===== src/rtl/rabbit_pkg.sv =====
// Shared types and constants for the Rabbit counter-system engine.
package rabbit_pkg;

    // Engine control states
    typedef enum logic [1:0] {
        IDLE = 2'd0,
        RUN  = 2'd1,
        DONE = 2'd2
    } state_e;

    localparam int DEF_WORD_W  = 32;
    localparam int DEF_NUM_CTR = 8;

    // Rabbit counter constants A_0..A_7; word i sits at [i*32 +: 32]
    localparam logic [DEF_NUM_CTR*DEF_WORD_W-1:0] DEF_A_VEC = {
        32'hD34D34D3, 32'h4D34D34D, 32'h34D34D34, 32'hD34D34D3,
        32'h4D34D34D, 32'h34D34D34, 32'hD34D34D3, 32'h4D34D34D
    };

    // Segment that owns counter word idx when the chain is cut into lanes-wide slices
    function automatic int seg_of(input int idx, input int lanes);
        return idx / lanes;
    endfunction

endpackage


===== src/rtl/rabbit_counter_engine_if.sv =====
// Load / step / result handshake bundle between the engine and its neighbours.
interface rabbit_counter_engine_if #(
    parameter int WORD_W  = 32,
    parameter int NUM_CTR = 8,
    parameter int ITER_W  = 16
);
    logic                        load;
    logic                        load_ready;
    logic [NUM_CTR*WORD_W-1:0]   load_ctr;
    logic                        load_carry;
    logic                        step_valid;
    logic                        step_ready;
    logic                        out_valid;
    logic                        out_ready;
    logic [NUM_CTR*WORD_W-1:0]   counter_out;
    logic                        carry_out;
    logic [ITER_W-1:0]           iter_cnt;
    logic                        busy;

    modport master (
        output load, load_ctr, load_carry, step_valid, out_ready,
        input  load_ready, step_ready, out_valid, counter_out, carry_out, iter_cnt, busy
    );

    modport slave (
        input  load, load_ctr, load_carry, step_valid, out_ready,
        output load_ready, step_ready, out_valid, counter_out, carry_out, iter_cnt, busy
    );
endinterface


===== src/rtl/rabbit_ctr_lane.sv =====
// One word of the Rabbit counter carry chain: C + A + b, WORD_W+1 bits wide.
module rabbit_ctr_lane #(
    parameter int WORD_W = 32
) (
    input  logic [WORD_W-1:0] c_i,
    input  logic [WORD_W-1:0] a_i,
    input  logic              b_i,
    output logic [WORD_W-1:0] c_next_o,
    output logic              b_o
);
    logic [WORD_W:0] sum_s;

    assign sum_s    = {1'b0, c_i} + {1'b0, a_i} + {{WORD_W{1'b0}}, b_i};
    assign c_next_o = sum_s[WORD_W-1:0];
    assign b_o      = sum_s[WORD_W];
endmodule


===== src/rtl/rabbit_counter_engine.sv =====
// Rabbit counter-system engine: holds counter state and carry, and advances them
// by one counter iteration per accepted step, LANES words per clock.
module rabbit_counter_engine
    import rabbit_pkg::*;
#(
    parameter int                               WORD_W  = 32,
    parameter int                               NUM_CTR = 8,
    parameter int                               LANES   = 8,
    parameter logic [NUM_CTR*WORD_W-1:0]        A_VEC   = DEF_A_VEC,
    parameter int                               ITER_W  = 16
) (
    input  logic                 clk,
    input  logic                 rst,
    rabbit_counter_engine_if.slave bus
);
    localparam int CW       = NUM_CTR * WORD_W;
    localparam int S        = NUM_CTR / LANES;
    localparam int SEG_W    = (S > 1) ? $clog2(S) : 1;
    localparam logic [SEG_W-1:0] SEG_LAST = SEG_W'(S - 1);

    state_e             state_q;
    logic [SEG_W-1:0]   seg_q;
    logic [CW-1:0]      ctr_q;
    logic [CW-1:0]      ctr_d;
    logic               carry_q;
    logic               carry_d;
    logic [ITER_W-1:0]  iter_q;
    logic               load_ready_q;
    logic               busy_q;
    logic               out_valid_q;

    logic [WORD_W-1:0]  lane_c_s [LANES];
    logic [WORD_W-1:0]  lane_a_s [LANES];
    logic [WORD_W-1:0]  lane_n_s [LANES];

    // Route the active segment's counter words and constants onto the lanes
    always_comb begin
        for (int l = 0; l < LANES; l++) begin
            lane_c_s[l] = ctr_q[(int'(seg_q) * LANES + l) * WORD_W +: WORD_W];
            lane_a_s[l] = A_VEC[(int'(seg_q) * LANES + l) * WORD_W +: WORD_W];
        end
    end

    // Lanes chained in ascending word order; lane 0 takes the carry register
    for (genvar l = 0; l < LANES; l++) begin : g_lane
        logic b_in_s;
        logic b_out_s;
        if (l == 0) begin : g_first
            assign b_in_s = carry_q;
        end else begin : g_next
            assign b_in_s = g_lane[l-1].b_out_s;
        end
        rabbit_ctr_lane #(.WORD_W(WORD_W)) u_lane (
            .c_i      (lane_c_s[l]),
            .a_i      (lane_a_s[l]),
            .b_i      (b_in_s),
            .c_next_o (lane_n_s[l]),
            .b_o      (b_out_s)
        );
    end

    assign carry_d = g_lane[LANES-1].b_out_s;

    // Next counter image: only words of the active segment take lane results
    always_comb begin
        ctr_d = ctr_q;
        for (int i = 0; i < NUM_CTR; i++) begin
            if (seg_of(i, LANES) == int'(seg_q)) begin
                ctr_d[i*WORD_W +: WORD_W] = lane_n_s[i % LANES];
            end else begin
                ctr_d[i*WORD_W +: WORD_W] = ctr_q[i*WORD_W +: WORD_W];
            end
        end
    end

    // Control FSM with registered status flags and the counter/carry/iteration state
    always_ff @(posedge clk or posedge rst) begin
        if (rst) begin
            state_q      <= IDLE;
            seg_q        <= {SEG_W{1'b0}};
            ctr_q        <= {CW{1'b0}};
            carry_q      <= 1'b0;
            iter_q       <= {ITER_W{1'b0}};
            load_ready_q <= 1'b1;
            busy_q       <= 1'b0;
            out_valid_q  <= 1'b0;
        end else begin
            case (state_q)
                IDLE: begin
                    if (bus.load) begin
                        // Load has priority; a concurrent step waits a cycle
                        ctr_q   <= bus.load_ctr;
                        carry_q <= bus.load_carry;
                        iter_q  <= {ITER_W{1'b0}};
                    end else if (bus.step_valid) begin
                        state_q      <= RUN;
                        seg_q        <= {SEG_W{1'b0}};
                        load_ready_q <= 1'b0;
                        busy_q       <= 1'b1;
                    end else begin
                        state_q <= IDLE;
                    end
                end
                RUN: begin
                    ctr_q   <= ctr_d;
                    carry_q <= carry_d;
                    if (seg_q == SEG_LAST) begin
                        state_q     <= DONE;
                        seg_q       <= {SEG_W{1'b0}};
                        iter_q      <= iter_q + {{(ITER_W-1){1'b0}}, 1'b1};
                        busy_q      <= 1'b0;
                        out_valid_q <= 1'b1;
                    end else begin
                        seg_q <= seg_q + {{(SEG_W-1){1'b0}}, 1'b1};
                    end
                end
                DONE: begin
                    if (bus.out_ready) begin
                        state_q      <= IDLE;
                        out_valid_q  <= 1'b0;
                        load_ready_q <= 1'b1;
                    end else begin
                        state_q <= DONE;
                    end
                end
                default: begin
                    state_q      <= IDLE;
                    seg_q        <= {SEG_W{1'b0}};
                    load_ready_q <= 1'b1;
                    busy_q       <= 1'b0;
                    out_valid_q  <= 1'b0;
                end
            endcase
        end
    end

    assign bus.load_ready  = load_ready_q;
    assign bus.step_ready  = load_ready_q && !bus.load;
    assign bus.out_valid   = out_valid_q;
    assign bus.counter_out = ctr_q;
    assign bus.carry_out   = carry_q;
    assign bus.iter_cnt    = iter_q;
    assign bus.busy        = busy_q;
endmodule


===== src/flat_wrapper.sv =====
// flat-port wrapper written by rule: the top's interface ports become plain ports
module rabbit_counter_engine_flat import rabbit_pkg::*;
#(
    parameter int                               WORD_W  = 32,
    parameter int                               NUM_CTR = 8,
    parameter int                               LANES   = 8,
    parameter logic [NUM_CTR*WORD_W-1:0]        A_VEC   = DEF_A_VEC,
    parameter int                               ITER_W  = 16
)
  (clk, rst, bus_load, bus_load_ctr, bus_load_carry, bus_step_valid, bus_out_ready, bus_load_ready, bus_step_ready, bus_out_valid, bus_counter_out, bus_carry_out, bus_iter_cnt, bus_busy);
  rabbit_counter_engine_if #(.WORD_W(WORD_W), .NUM_CTR(NUM_CTR), .ITER_W(ITER_W)) bus_i ();
  input  logic clk;
  input  logic rst;
  input wire logic [$bits(bus_i.load)-1:0] bus_load;
  input wire logic [$bits(bus_i.load_ctr)-1:0] bus_load_ctr;
  input wire logic [$bits(bus_i.load_carry)-1:0] bus_load_carry;
  input wire logic [$bits(bus_i.step_valid)-1:0] bus_step_valid;
  input wire logic [$bits(bus_i.out_ready)-1:0] bus_out_ready;
  output wire logic [$bits(bus_i.load_ready)-1:0] bus_load_ready;
  output wire logic [$bits(bus_i.step_ready)-1:0] bus_step_ready;
  output wire logic [$bits(bus_i.out_valid)-1:0] bus_out_valid;
  output wire logic [$bits(bus_i.counter_out)-1:0] bus_counter_out;
  output wire logic [$bits(bus_i.carry_out)-1:0] bus_carry_out;
  output wire logic [$bits(bus_i.iter_cnt)-1:0] bus_iter_cnt;
  output wire logic [$bits(bus_i.busy)-1:0] bus_busy;
  assign bus_i.load = bus_load;
  assign bus_i.load_ctr = bus_load_ctr;
  assign bus_i.load_carry = bus_load_carry;
  assign bus_i.step_valid = bus_step_valid;
  assign bus_i.out_ready = bus_out_ready;
  assign bus_load_ready = bus_i.load_ready;
  assign bus_step_ready = bus_i.step_ready;
  assign bus_out_valid = bus_i.out_valid;
  assign bus_counter_out = bus_i.counter_out;
  assign bus_carry_out = bus_i.carry_out;
  assign bus_iter_cnt = bus_i.iter_cnt;
  assign bus_busy = bus_i.busy;
  rabbit_counter_engine #(.WORD_W(WORD_W), .NUM_CTR(NUM_CTR), .LANES(LANES), .A_VEC(A_VEC), .ITER_W(ITER_W)) u_core (.clk(clk), .rst(rst), .bus(bus_i));
endmodule

===== config.mk =====
export PLATFORM = sky130hd
export DESIGN_NAME = rabbit_counter_engine_flat
export DESIGN_NICKNAME = d
export VERILOG_FILES = /design/src/rtl/rabbit_pkg.sv /design/src/rtl/rabbit_counter_engine_if.sv /design/src/rtl/rabbit_ctr_lane.sv /design/src/rtl/rabbit_counter_engine.sv /design/src/flat_wrapper.sv
export SDC_FILE = /design/constraint.sdc
export NUM_CORES = 1
export LEC_CHECK = 0
export ABC_AREA = 1
export BUFFER_PORTS_ARGS = -buffer_cell sky130_fd_sc_hd__buf_2
export CAP_MARGIN = 0
export CORE_ASPECT_RATIO = 0.7
export CORE_UTILIZATION = 60
export DETAILED_ROUTE_END_ITERATION = 12
export GPL_TIMING_DRIVEN = 0
export PLACE_DENSITY = 0.92
export SLEW_MARGIN = 20
export SYNTH_ARGS = -nofsm -noshare
export SYNTH_HDL_FRONTEND = slang
export SYNTH_HIERARCHICAL = 1
export SYNTH_SLANG_ARGS = --single-unit

===== constraint.sdc =====
create_clock -name clk -period 29.3 [get_ports clk]
set_clock_uncertainty 0.1 [all_clocks]
set_input_delay 5.86 -clock clk [delete_from_list [all_inputs] [get_ports clk]]
set_output_delay 5.86 -clock clk [all_outputs]
set_load 0.01 [all_outputs]

==> out/qor.txt, run 1 <==
simple-gate share of the synthesized area: 42.48%
PD cells: 77.43 nW/um^2
crit-path leading delay family: adder cells
Design Power: 2.982 mW
Post-Syn Area: 32640 sq um
Mapped Cells: 5581
Max-Slew Margin vs Limit: 53.73%
clk_lat worst skew: 0.62 ns
Starting Density: 60.73%
Final setup viols: 0
H-tree levels: 1
CTS tree: built
DRC Markers: 0
dpl ws: 13.80 ns
DR iter-0 viols: 3880
max-slew violations: 0
hold buffers post-CTS: 0
Finished Core Util: 71.65%
io pins: 539
CP Class: reg2reg
Data required, critical path: 29.70 ns
met2 wire length: 47040 microns
Worst-Margin Slew: 0.6941 ns
TNS Setup: 0 ns
layout cells sized above 1: 13.23%
Pint: 1.427 mW
die footprint: 55350 sq um
postcts setup bufs: 0
met3 WL: 11260 microns
post_cts resized: 0
CP endpoint kind: flip-flop
Final nets: 6944
Data arrival, critical path: 16.22 ns
Clk pin slew, worst setup/hold paths: 0.08 ns
First-pass DRT Iterations: 8
switching pwr: 1.554 mW
Sw Ratio: 52.12%
WP buf/inv: 0
TritonCTS buffer count: 31
Root Buffer: clkbuf_16
Post-DRT Antenna Nets: 0
clock buffer depth: 3
Ys Warns: 6
Tcrit/Tclk final: 54.01%
Core Region: 53750 sq um
RSZ-0062 raised after global routing: false
Final min period: 15.83 ns
Placer Congestion: 1.042
Vias/cell: 5.257
f_max: 0.06319 GHz
global-route wire length before repair: 174200 microns
Routed WL per cell: 15.56 microns
status: completed
top routing layer in use: met5
WHS: 0.3894 ns
initial antenna violation count: 28
Post-Synth XOR/XNOR Area: 3.247%
Overall Global Routing Usage: 39.31%
Met1 Routed Length: 47720 microns
largest family of logic cells by synthesized area: simple AND/OR/NAND/NOR gates
mux contribution to synthesized area: 0%
crit start category: flip-flop
detailed-route via count: 37.82k
final hold violations: 0
clock group share of total power: 14.9%
Synth Area in Adders: 10.53%
Reg2Reg Setup Slack: 13.47 ns
CP peak stage delay: 0.52 ns
complex-gate fraction of the synthesized area: 9.304%
via count of the first global-routing pass: 34.36k
cell seen most often among critical-path stages: nand3_1
clock sinks: 278
largest net degree at the start of global routing: 93
Max Cap Viol: 0
sequential area share after synthesis: 21.32%
Detail Placement HPWL: 90960 microns
Max IR drop VDD: 0.06478 mV
Synth cell types: 34
final wirelength: 111900 microns
Layout area overhead: 17.98%
Logic pwr share: 64.2%
Min-Delay Path Class: reg2reg
x dimension of the die: 280.8 microns
average size of a mapped cell: 5.848 sq um
final worst slack: 13.47 ns
Yosys reg bits: 278
Core Rows: 71
leak pwr: 23.17 nW
Die Y: 197.1 microns
Crit Path Max Fanout: 4
Critical Path Slowest Stage Cell: dfrtp_1
grt total ovfl: 0
PortBufs: 538
sequential share of power: 20.9%
[registers in the layout (all words and copies together) (netlist names)]
signal / cells
u_core/state_q: 2
u_core/bus.carry_out: 1
u_core/bus.counter_out: 256
u_core/bus.busy: 1
u_core/bus.load_ready: 1
u_core/bus.out_valid: 1
u_core/bus.iter_cnt: 16
[tightest hold or removal path, delay by kind of cell, from the launching register on]
family           cells  cell delay [ns]
AO/OA/AOI/OAI        1             0.06
flip-flops           1             0.38
AND/OR/NAND/NOR      1             0.05
[stage by stage]
step | std cells | cell area, sq um
final | 7194 | 38510
after global routing | 7188 | 38490
after CTS | 7171 | 38450
after detailed placement | 7114 | 37320
after global placement | 7111 | 37230
after floorplan | 5843 | 33620
[metal layers]
| metal | vias up | GRT usage [%] |
|---|---|---|
| met1 | 16947 | 52.68 |
| met5 | - | 0 |
| li1 | 18650 | - |
| met2 | 1887 | 59.97 |
| met4 | 12 | 19.53 |
| met3 | 325 | 8.338 |
[path summary, 6_finish.rpt]
path	startpoint	endpoint	depth (start not counted)
worst max-delay path	u_core/bus.carry_out	u_core/bus.carry_out	83
worst min-delay path	u_core/bus.load_ready	u_core/bus.load_ready	2
worst max register to register	u_core/bus.carry_out	u_core/bus.carry_out	83
worst min register to register	u_core/bus.load_ready	u_core/bus.load_ready	2
max in group asynchronous	rst	u_core/bus.counter_out[13]	4
min in group asynchronous	rst	u_core/bus.counter_out[211]	2
[layout make-up]
cell class / count / area [sq um]
well taps: 730 / 913.4
plain buffers: 115 / 658.1
clock inverters: 20 / 292.8
inverters: 964 / 3626
clock buffers: 37 / 838.3
flip-flops and latches: 278 / 6958
diodes: 23 / 57.56
fillers: 4789 / 15240
repair buffers: 541 / 2775
multi-input cells: 4486 / 22390
[cell usage after synthesis, drive strengths merged]
cell    instances  share of area, %
nand3         489               7.8
a21oi         169               2.6
clkbuf         10              0.12
a21o            8              0.18
nand3b          8              0.18
inv           964                11
nor3           42              0.77
xnor2           5              0.13
nand4          31              0.59
conb            2             0.023
o21ai          23              0.35
xor2          116               3.1
nor3b           8              0.18
fa             16              0.98
or2             4             0.084
buf           105               1.9
nand2        2449                29
o21bai          8              0.18
nor2          339               4.1
dfrtp         277                21
o21a          258               5.9
dfstp           1             0.081
ha            249               9.5
[power by group through the flow]
stage	logic, mW	clock network [mW]	registers, mW
global route	2.12	0.462	0.634
CTS	1.85	0.448	0.620
finish	1.91	0.443	0.624
global placement	1.80	0	0.620
detailed placement	1.84	0	0.626
floorplan	1.27	0	0.638
[logic make-up (layout without fill, tap and decap cells)]
| logic type | after synthesis | count (layout) |
|---|---|---|
| buffers and inverters | 1079 | 1677 |
| xor gates and xnor gates | 121 | 121 |
| DFF | 278 | 278 |
| adders and majority gates | 265 | 265 |
| other | 2 | 287 |
| AOI/OAI and AO/OA | 466 | 466 |
| and+or+nand+nor | 3370 | 3370 |
[layout by cell type, fill, tap and decap left out, types with 116 or more instances in the layout]
cell type  netlist  final
nand2_1       2370   2370
inv_1          949    948
buf_2           88    626
nand3_1        469    469
nor2_1         318    318
dfrtp_1        277    277
conb_1           2    264
o21a_1         258    258
ha_1           249    249
a21oi_1        164    164
xor2_1         116    116
Power figures use the tool's default switching activity.
==> run 2, diff against run 1 <==
- ABC_AREA: 1 -> 0
- CORE_UTILIZATION: 60 -> 57
- PLACE_DENSITY: 0.92 -> 0.9
- clock period: 29.3 -> 16 ns (I/O delays scaled with it)
==> out/qor.txt, run 2 <==
status: finished, violations left
failing checks: setup timing
Core Region: 46490 sq um
Root Buffer: clkbuf_16
io pins: 539
Data required, critical path: 16.35 ns
clock buffer depth: 3
asr flop ratio synth: 100.0%
largest net degree at the start of global routing: 84
sequential area share after synthesis: 25.91%
Data arrival, critical path: 18.24 ns
CP endpoint kind: flip-flop
Max Cap Viol: 0
Routed WL per cell: 18.84 microns
via count of the first global-routing pass: 27.76k
detailed-route via count: 30.93k
grt total ovfl: 0
Synth area leader: dfrtp_1
Final setup viols: 34
Synth cell types: 100
WHS: 0.3835 ns
met2 wire length: 41560 microns
hold buffers post-CTS: 0
Die Y: 183.6 microns
most frequent cells in the layout: nand2_1, buf_2, nor2_1
TritonCTS buffer count: 34
Main synth FF type: dfrtp_1
dpl ws: -3.407 ns
DR iter-0 viols: 3463
clk_lat worst skew: 0.54 ns
Min-Delay Path Class: reg2reg
Post-synth EDFFs: 0
Yosys reg bits: 278
Post-Syn Area: 26860 sq um
DRC Markers: 0
H-tree levels: 2
max reg flops: 256
f_max: 0.05592 GHz
layout cells sized above 1: 20.80%
final hold violations: 0
commonest non-fill, non-tap cell in the layout: nand2_1
Mapped Cells: 3500
CTS tree: built
Overall Global Routing Usage: 38.12%
WP buf/inv: 30
cell with the most instances after synthesis: nand2_1
final wirelength: 95630 microns
leak pwr: 16.73 nW
die footprint: 48000 sq um
Core Rows: 66
register area: 6958 sq um
First-pass DRT Iterations: 7
Synth area leaders: dfrtp_1, ha_1, nand2_1
top routing layer in use: met5
RSZ-0062 raised after global routing: true
Crit Path Max Fanout: 4
Placer Congestion: 1.032
crit start category: flip-flop
Vias/cell: 6.093
Final min period: 17.88 ns
met3 WL: 9317 microns
Finished Cell Area: 33620 sq um
initial antenna violation count: 23
Starting Density: 57.77%
CP peak stage delay: 0.44 ns
Tcrit/Tclk final: 111.8%
Max-Slew Margin vs Limit: 27.97%
Final nets: 4951
Met1 Routed Length: 40090 microns
clock sinks: 278
final worst slack: -1.884 ns
Max IR drop VDD: 0.1103 mV
Design Power: 6.097 mW
Post-DRT Antenna Nets: 0
Clk pin slew, worst setup/hold paths: 0.06 ns
x dimension of the die: 261.4 microns
area taken by multi-input logic gates: 20210 sq um
PD cells: 181.4 nW/um^2
cell seen most often among critical-path stages: buf_4
global-route wire length before repair: 146900 microns
average size of a mapped cell: 7.673 sq um
crit-path leading delay family: compound AO/OA/AOI/OAI gates
DP Area: 31450 sq um
top-area cell type share of the netlist area: 25.81%
Worst-Margin Slew: 1.067 ns
CP Class: reg2reg
Detail Placement HPWL: 72640 microns
PortBufs: 538
Layout area overhead: 25.17%
fillcell total: 3746
synth cell count leaders: nand2_1, nor2_1, dfrtp_1
Ys Warns: 6
max-slew violations: 0
Critical Path Slowest Stage Cell: fa_2
run 2: cell types whose count changed after synthesis, moves of 69 or more:
cell	change
a21o_1	+109
a21oi_1	+101
a31oi_1	+274
inv_1	-890
nand2_1	-1654
nand2_2	-69
nand3_1	-411
nor2_1	+74
o21a_1	-237
o21ai_0	+95
xnor2_1	+100
run 2: logic make-up after synthesis:
group           count (synthesis)  synth area share (%)
simple gates                 1410                 22.73
compound gates               1090                 27.13
flops                         278                 25.91
fa+ha+maj                     265                 12.79
buf+inv                       227                 3.885
xor+xnor                      212                 6.914
mux                            16                0.6150
other cells                     2               0.02796
run 2: through the flow:
step	TNS, ns	util, %	instances
finish	-44.05	72.31	5077
detailed placement	-101.64	67.65	4915
global placement	-97.26	67.46	4912
global route	-57.51	72.30	5075
CTS	-26.75	71.46	5029
floorplan	0	-	3762
run 2: final timing paths:
kind                       slack, ns                          end  cells past startpoint            startpoint
setup / recovery               -1.88  u_core/bus.counter_out[214]                     92  u_core/bus.carry_out
hold reg to reg                 0.38         u_core/bus.out_valid                      1  u_core/bus.out_valid
hold / removal                  0.38         u_core/bus.out_valid                      1  u_core/bus.out_valid
max in group asynchronous      11.95        u_core/bus.load_ready                      4                   rst
setup reg to reg               -1.88  u_core/bus.counter_out[214]                     92  u_core/bus.carry_out
min in group asynchronous       2.64  u_core/bus.counter_out[133]                      2                   rst
run 2: power by group:
part           internal [mW]  leakage (nW)  switching, mW
logic                   1.67          12.8           2.36
registers              0.960          3.32          0.271
clock network          0.505         0.575          0.330
run 2: per-layer routing:
metal	up-vias	GRT usage (%)
li1	14314	-
met1	14593	51.83
met2	1730	57.64
met3	289	7.885
met4	8	18.26
met5	-	0
run 2: repair_timing:
item,CTS,global route
endpoints found under the setup margin,58,39
pin swaps,50,33
resized for setup,40,21
setup buffers,54,31
run 2: layout make-up:
cell class                      count  share of cell area, %
Buffer                            165                  2.416
Timing Repair Buffer              626                  10.15
Antenna cell                       17                 0.1265
Multi-Input combinational cell   3257                  60.13
Inverter                           62                 0.7146
Clock inverter                     11                 0.4801
Tap cell                          612                  2.278
Clock buffer                       49                  3.007
Sequential cell                   278                  20.70
